### config.mk
export PLATFORM = sky130hd
export DESIGN_NAME = ext_mem_responder
export DESIGN_NICKNAME = d
export VERILOG_FILES = /design/src/rtl/ext_mem_responder.sv
export SDC_FILE = /design/constraint.sdc
export NUM_CORES = 1
export LEC_CHECK = 0
export CORE_MARGIN = 2
export CORE_UTILIZATION = 55
export DETAILED_ROUTE_END_ITERATION = 10
export PLACE_DENSITY = 0.79
export SLEW_MARGIN = 40
export SYNTH_ARGS = -nofsm -noshare
export SYNTH_HDL_FRONTEND = slang
export SYNTH_SLANG_ARGS = --single-unit
export TNS_END_PERCENT = 1
### constraint.sdc
create_clock -name clk -period 5.2 [get_ports clk]
set_input_delay 0.52 -clock clk [delete_from_list [all_inputs] [get_ports clk]]
set_output_delay 0.52 -clock clk [all_outputs]
set_load 0.05 [all_outputs]
### src/rtl/ext_mem_responder.sv
// Fixed-latency flop-RAM responder for a regblock external-block port.
// Optional EXT_MEM_STALL_EN adds an ack_stall input that holds the FSM in ACK.
module ext_mem_responder #(
  parameter int ADDR_WIDTH  = 6,
  parameter int DATA_WIDTH  = 32,
  parameter int ACK_LATENCY = 2
) (
  input  logic                  clk,
  input  logic                  rst,
`ifdef EXT_MEM_STALL_EN
  input  logic                  ack_stall,
`endif
  input  logic                  req,
  input  logic                  req_is_wr,
  input  logic [ADDR_WIDTH-1:0] addr,
  input  logic [DATA_WIDTH-1:0] wr_data,
  input  logic [DATA_WIDTH-1:0] wr_biten,
  output logic [DATA_WIDTH-1:0] rd_data,
  output logic                  rd_ack,
  output logic                  wr_ack,
  output logic                  busy,
  output logic                  overlap_err
);

  localparam int IDX_W = ADDR_WIDTH - 2;
  localparam int DEPTH = 2 ** IDX_W;
  localparam logic [3:0] LAT_M1 = 4'(ACK_LATENCY - 1);

  typedef enum logic [1:0] {S_IDLE, S_WAIT, S_ACK} state_t;

  state_t                state_q, state_nxt;
  logic [3:0]            cnt_q, cnt_nxt;
  logic [IDX_W-1:0]      idx_q;
  logic                  is_wr_q;
  logic [DATA_WIDTH-1:0] data_q, biten_q, rd_data_q;
  logic                  ovl_q;
  logic [DATA_WIDTH-1:0] mem [DEPTH];

  logic                  stall;
  logic                  accept, ovl_set, commit;
  logic [IDX_W-1:0]      nxt_idx;
  logic                  nxt_is_wr;
  logic [DATA_WIDTH-1:0] merged, rd_word;

`ifdef EXT_MEM_STALL_EN
  assign stall = ack_stall;
`else
  assign stall = 1'b0;
`endif

  // NOTE: every signal written here gets a default first, so no path can infer a latch.
  always_comb begin
    state_nxt = state_q;
    cnt_nxt   = cnt_q;
    accept    = 1'b0;
    ovl_set   = 1'b0;
    unique case (state_q)
      S_IDLE: accept = req;
      S_WAIT: begin
        ovl_set = req;
        cnt_nxt = cnt_q - 4'd1;
        if (cnt_q <= 4'd1) state_nxt = S_ACK;
      end
      S_ACK: begin
        if (stall)    ovl_set   = req;
        else if (req) accept    = 1'b1;
        else          state_nxt = S_IDLE;
      end
      default: state_nxt = S_IDLE;
    endcase
    if (accept) begin
      cnt_nxt   = LAT_M1;
      state_nxt = (ACK_LATENCY == 1) ? S_ACK : S_WAIT;
    end
  end

  // NOTE: sequential state uses non-blocking assignments so all flops update from pre-edge values.
  always_ff @(posedge clk) begin
    if (rst) begin
      state_q <= S_IDLE;
      cnt_q   <= '0;
    end else begin
      state_q <= state_nxt;
      cnt_q   <= cnt_nxt;
    end
  end

  assign commit    = (state_q == S_ACK) && is_wr_q && !stall;
  assign nxt_idx   = accept ? addr[ADDR_WIDTH-1:2] : idx_q;
  assign nxt_is_wr = accept ? req_is_wr : is_wr_q;
  assign merged    = (mem[idx_q] & ~biten_q) | (data_q & biten_q);
  // A read entering ACK on the same edge as a commit must see the merged word.
  assign rd_word   = (commit && (idx_q == nxt_idx)) ? merged : mem[nxt_idx];

  always_ff @(posedge clk) begin
    if (rst) begin
      idx_q     <= '0;
      is_wr_q   <= 1'b0;
      data_q    <= '0;
      biten_q   <= '0;
      rd_data_q <= '0;
      ovl_q     <= 1'b0;
    end else begin
      if (accept) begin
        idx_q   <= addr[ADDR_WIDTH-1:2];
        is_wr_q <= req_is_wr;
        data_q  <= wr_data;
        biten_q <= wr_biten;
      end
      rd_data_q <= (state_nxt == S_ACK && !nxt_is_wr) ? rd_word : '0;
      if (ovl_set) ovl_q <= 1'b1;
    end
  end

  // NOTE: the storage is cleared by reset because a read after reset must return zero.
  always_ff @(posedge clk) begin
    if (rst) begin
      for (int i = 0; i < DEPTH; i++) mem[i] <= '0;
    end else if (commit) begin
      mem[idx_q] <= merged;
    end
  end

  assign rd_ack      = (state_q == S_ACK) && !is_wr_q && !stall;
  assign wr_ack      = commit;
  assign busy        = (state_q != S_IDLE);
  assign overlap_err = ovl_q;
`ifdef EXT_MEM_STALL_EN
  assign rd_data     = rd_ack ? rd_data_q : '0;
`else
  assign rd_data     = rd_data_q;
`endif

endmodule

Yosys cells after proc, flatten, opt, wreduce, memory -nomap -nowiden. Memory sizes are Yosys's and may differ from the RTL's. A register that Yosys moved wholly into a read port is not among the register bits. Cells that the tools add are included.

Register bits after elaboration: 76. Memory bits (writable): 512. Input bits: 74. Output and inout port bits: 36. Memories kept: 1.

Memory list: mem (words 16, width 32, read ports 2, clocked after Yosys merged registers in 2, write ports 16, line 37) `logic [DATA_WIDTH-1:0] mem [DEPTH];`.

Add/sub/neg operators: 1. Order comparisons: 1. Equality and inequality tests: 3. Muxes and demuxes: 20. Bitwise gates (word level): 5. Reduce and logical (&&, ||, !) cells: 11.

Operators by type and width (number): 32-bit bitwise AND (2); 32-bit two-way mux (1); 32-bit inverter (1); 32-bit bitwise OR (1); 32-bit OR reduction (1); 4-bit two-way mux (3); 1-bit two-way mux (11); 2-bit two-way mux (3); 2-bit case mux with 3 select lines (1); 2-bit == test, second input constant (2); 4-bit by 1-bit less-or-equal comparator with 1-bit output, second input constant (1); 2-bit nonzero test (2); 2-bit OR reduction (2); 4-bit by 1-bit subtractor with 4-bit output, second input constant (1); 1-bit logical AND (3); 2-bit by 1-bit == test with 1-bit output, second input constant (1); 1-bit zero test (2); 2-bit zero test (1); 1-bit case mux with 2 select lines (1); 1-bit inverter (1).

Depth between registers and ports, before layout.
Word-level depth: 8. Mapped depth: 11.

Worst setup path before layout. No wires, ideal clock.

Kind: register -> register. Start point: register idx_q[0]. End point: memory mem[5][0] (enable). Arrival: 2295 ps. Data required time: 4806 ps. Path slack: 2511 ps. Cell stages (with the launch flop): 10. Period minus slack after synthesis: 2689 ps. Cell sequence: dfxtp_1 -> buf_6 -> buf_6 -> buf_6 -> buf_6 -> buf_6 -> buf_4 -> and2b_1 -> nand2_1 -> nand2b_1.

RTL lines: start: declaration (line 33) `logic [IDX_W-1:0] idx_q;`; start signal: assignment (line 105) `idx_q <= addr[ADDR_WIDTH-1:2];`; end: declaration (line 37).

Final worst setup path.
Start point: register state_q[0]. End point: register rd_data_q[31] (netlist: rd_data[31]), read port of mem.

Cells in the longest elaborated chain, start to end: 7. Elaborated cells on any way between the ends: 15.

Ends and longest elaborated chain: start: declaration (line 31) `state_t state_q, state_nxt;`; start signal: assignment (line 83) `state_q <= state_nxt;`; 2-bit == test, or another cell as far along (line 57) `unique case (state_q)`; 2-bit case mux with 3 select lines or 1-bit case mux with 2 select lines (tied branches) (line 57); 2-bit two-way mux or 1-bit two-way mux (tied branches); 2-bit == test or 1-bit zero test (tied branches) (line 110) `rd_data_q <= (state_nxt == S_ACK && !nxt_is_wr) ? rd_word : '0;`; 1-bit logical AND (line 110); 1-bit inverter (no source line); 2-bit OR reduction (no source line); end: declaration (line 35) `logic [DATA_WIDTH-1:0] data_q, biten_q, rd_data_q;`.

Several ways; a longest one is shown, not always the timed one. A chain may end at the register's enable or synchronous reset.

==> impl_metrics.py <==
metrics = {
    "final_layout": {
        "final_util_pct": 61.93,
        "fin_nets": 3100,
        "regArea_um2": 17550,
        "layout-drive-gt1-share_pct": 15.61,
        "areaGrowthSynthToFinish_pct": 11.50,
        "multi_input_area_um2": 14620,
        "fillCellCount": 4533,
    },
    "cts": {
        "cts_setup_buffers": 0,
        "root_buffer": "clkbuf_16",
        "clock_sinks": 620,
        "postCtsHoldBufs": 0,
        "clock_latency_ns": 0.62,
        "numCtsBuffers": 66,
        "htree_levels": 3,
        "clk_pin_slew_ns": 0.06,
        "clk_path_buf_depth": 3,
        "cts-resized-gates": 0,
        "tritoncts": "yes",
    },
    "sta": {
        "finalMaxSlewViolations": 0,
        "slew_headroom_pct": 37.35,
        "final-hold-violation-count": 0,
        "period_share_pct": 71.02,
        "layout_min_cycle_time_ns": 3.693,
        "tightest_slew_ns": 0.9398,
        "setup-violations-final": 0,
        "max_freq_mhz": 270.8,
        "rsz0062_at_grt": "no",
        "skew_ns": 0.02170,
        "tns_ns": 0,
    },
    "power": {
        "total_leakage_power_nw": 13.55,
        "combPwrFrac_pct": 15.3,
        "p_switching_mw": 3.352,
        "pwr-share-clk_pct": 37.7,
        "powerDensity_nw_per_um2": 325.9,
        "max-vdd-ir-drop_uv": 298.7,
        "swShare_pct": 27.56,
        "p_int_mw": 8.809,
        "p_seq_share_pct": 47.0,
    },
    "synthesis": {
        "synth_top_flop_cell": "edfxtp_1",
        "ys_async_sr_fraction_pct": 0,
        "netlist_area_um2": 33460,
        "synth_seq_cells": 620,
        "ys_warn_count": 0,
        "syn-num-nets": 3097,
        "synth_edf_count": 512,
        "yosysSeqAreaShare_pct": 52.40,
        "yosys-top-cells-area": "edfxtp_1 (46%), mux2i_1 (8.1%), nor2_1 (6.8%)",
        "synth_largest_area_cell": "edfxtp_1",
        "synthCells": 3021,
        "synth_cell_types": 63,
        "avgSynthCellArea_um2": 11.08,
        "synth_top_area_share_pct": 45.94,
    },
    "grt": {
        "antenna_found_initial": 6,
        "grt_max_degree": 119,
        "grt_pass1_vias": 26340,
        "grt_pass1_wl_um": 166400,
        "grtUsageTotal_pct": 36.08,
        "grt_overflow": 0,
    },
    "placed_design": {
        "portBuffers": 107,
        "dp_hpwl_um": 63550,
        "gp_congestion": 0.8960,
    },
    "route": {
        "firstDrtPassIters": 8,
        "vias": 26750,
        "via_per_inst": 6.931,
        "wire_per_inst_um": 29.80,
        "wl_met2_um": 49540,
        "drtIter0Drc": 4457,
        "routed-wl-met3_um": 18910,
        "drt-total-wl_um": 115000,
        "top_layer": "met5",
        "ant_nets": 0,
        "wl_met1_um": 38640,
        "drc": 0,
    },
    "worst_setup_path": {
        "regToRegStartpoint": "state_q[0]",
        "cp.arrival_ns": 4.24,
        "startpoint": "state_q[0]",
        "rr_worst_depth": 7,
        "critical_path_cell_count": 7,
        "slowest_delay_ns": 0.77,
        "reg2reg_to": "rd_data[31]",
        "worstSetupPathType": "reg -> reg",
        "cp_slowest_cell": "nand2b_4",
        "cp.buffers_inverters": 2,
        "path_delay_family": "compound AO/OA/AOI/OAI gates",
        "path_max_fanout": 54,
        "cp_cell_sequence": "nand2b_4 -> a21o_4 -> buf_12 -> buf_4 -> mux2i_1 -> a2111oi_0 -> a31o_1",
        "start_kind": "flop",
        "worstSetupEndpointType": "flop",
        "r2r_setup_slack_ns": 1.51,
        "crit_required_ns": 5.74,
        "timing.critical_path.to": "rd_data[31]",
    },
    "die": {
        "io_pins": 110,
        "fp.dieH_um": 250.7,
        "initial_core_util_pct": 55.55,
        "num_rows": 90,
        "die_area_um2": 62830,
        "core_um2": 60250,
        "die_w_um": 250.7,
    },
    "run_status": {
        "status": "complete, no violations",
    },
    "flow_run": {
        "maxCapViolations": 0,
    },
    "min_path": {
        "worstHoldPathType": "in -> reg",
    },
}
==> worst min-delay path, cell delays in order <==
cell	delay, ns
clkdlybuf4s50_1	0.40
nand2_1	0.06
a21oi_1	0.05
==> worst min-delay path by stage <==
| stage | slack [ns] | cells after the start | end | start |
|---|---|---|---|---|
| after floorplan | 0.44 | 2 | data_q[13] | data_q[13] |
| after global placement | 0.45 | 2 | overlap_err | overlap_err |
| after detailed placement | 0.45 | 2 | overlap_err | overlap_err |
| after CTS | 0.45 | 3 | biten_q[17] | wr_biten[17] |
| after global routing | 0.48 | 3 | data_q[6] | wr_data[6] |
| final | 0.46 | 3 | biten_q[17] | wr_biten[17] |
==> routing by layer <==
| layer | up-vias | GRT usage [%] |
|---|---|---|
| met4 | 6 | 22.40 |
| met3 | 569 | 12.05 |
| li1 | 10970 | - |
| met2 | 2465 | 53.37 |
| met5 | - | 0 |
| met1 | 12740 | 45.85 |
==> cell usage in the layout, fill, tap and decap left out, types with 69 or more instances in the layout <==
master,instances
dfxtp_1,104
buf_4,79
mux2_2,82
a21oi_1,83
clkdlybuf4s50_1,105
a211oi_1,94
mux2i_1,269
clkbuf_16,69
edfxtp_1,512
nor2_1,608
nand2_1,324
==> sequential cells by signal, indices dropped and copies added (netlist names) <==
name         cells
cnt_q            4
data_q          32
mem            512
biten_q         32
is_wr_q          1
state_q          2
idx_q            4
overlap_err      1
rd_data         32
==> Yosys cell counts (8+ instances only) <==
master,instances
o22ai_4,17
a21oi_1,84
nand2b_2,9
clkbuf_1,114
mux2_2,83
nor3_1,37
nor2_2,8
a211oi_1,94
or2_1,13
mux2i_1,270
a2111oi_0,32
o21ai_0,11
nand2_1,335
o32ai_1,42
inv_1,67
o311ai_0,9
buf_2,95
a31o_1,18
buf_4,16
and2_1,32
nand2b_1,22
buf_1,16
a41o_1,10
nor2_1,608
nor3b_1,12
mux2_1,54
nor2b_1,28
buf_6,16
a2111oi_2,11
nand3_1,46
a31oi_1,22
mux2_4,27
mux4_2,64
edfxtp_1,512
dfxtp_1,108
o22ai_1,12
==> cell type report <==
type                       instances  share of cell area (%)
antenna                            2                 0.01341
clock buffer                      85                   4.896
clock inverter                    34                  0.6002
inverter                          68                  0.6874
multi-input combinational       2072                   39.17
sequential                       620                   47.04
tap                              782                   2.622
timing repair buffer             196                   4.966
==> kinds of logic (layout without fill, tap and decap cells) <==
logic type	count (synthesis)	after routing	synth area share, %
flops	620	620	52.40
simple gates	1168	1168	14.72
mux	499	499	18.25
buf+inv	329	383	4.718
other cells	0	2	0
fa+ha+maj	2	2	0.07477
compound gates	403	403	9.841
==> through the flow <==
stage                     cells  instance area (um2)  power, mW  hold WS (ns)  setup slack [ns]
after global placement     3736                35110      7.523        0.4534             1.364
final                      3859                37310      12.16        0.4590             1.507
after global routing       3858                37310      12.44        0.4794             1.415
after detailed placement   3738                35220      7.590        0.4535             1.357
after floorplan            3021                33460      7.000        0.4362             2.511
after CTS                  3857                37270      12.07        0.4492             1.652
==> power groups by stage <==
stage | Clock (mW) | Sequential [mW] | Combinational [mW]
finish | 4.58 | 5.72 | 1.86
detailed placement | 0 | 5.81 | 1.78
CTS | 4.57 | 5.71 | 1.79
global placement | 0 | 5.80 | 1.72
floorplan | 0 | 5.76 | 1.24
global route | 4.77 | 5.73 | 1.93
Note: power is estimated with default switching activity, not from simulation.
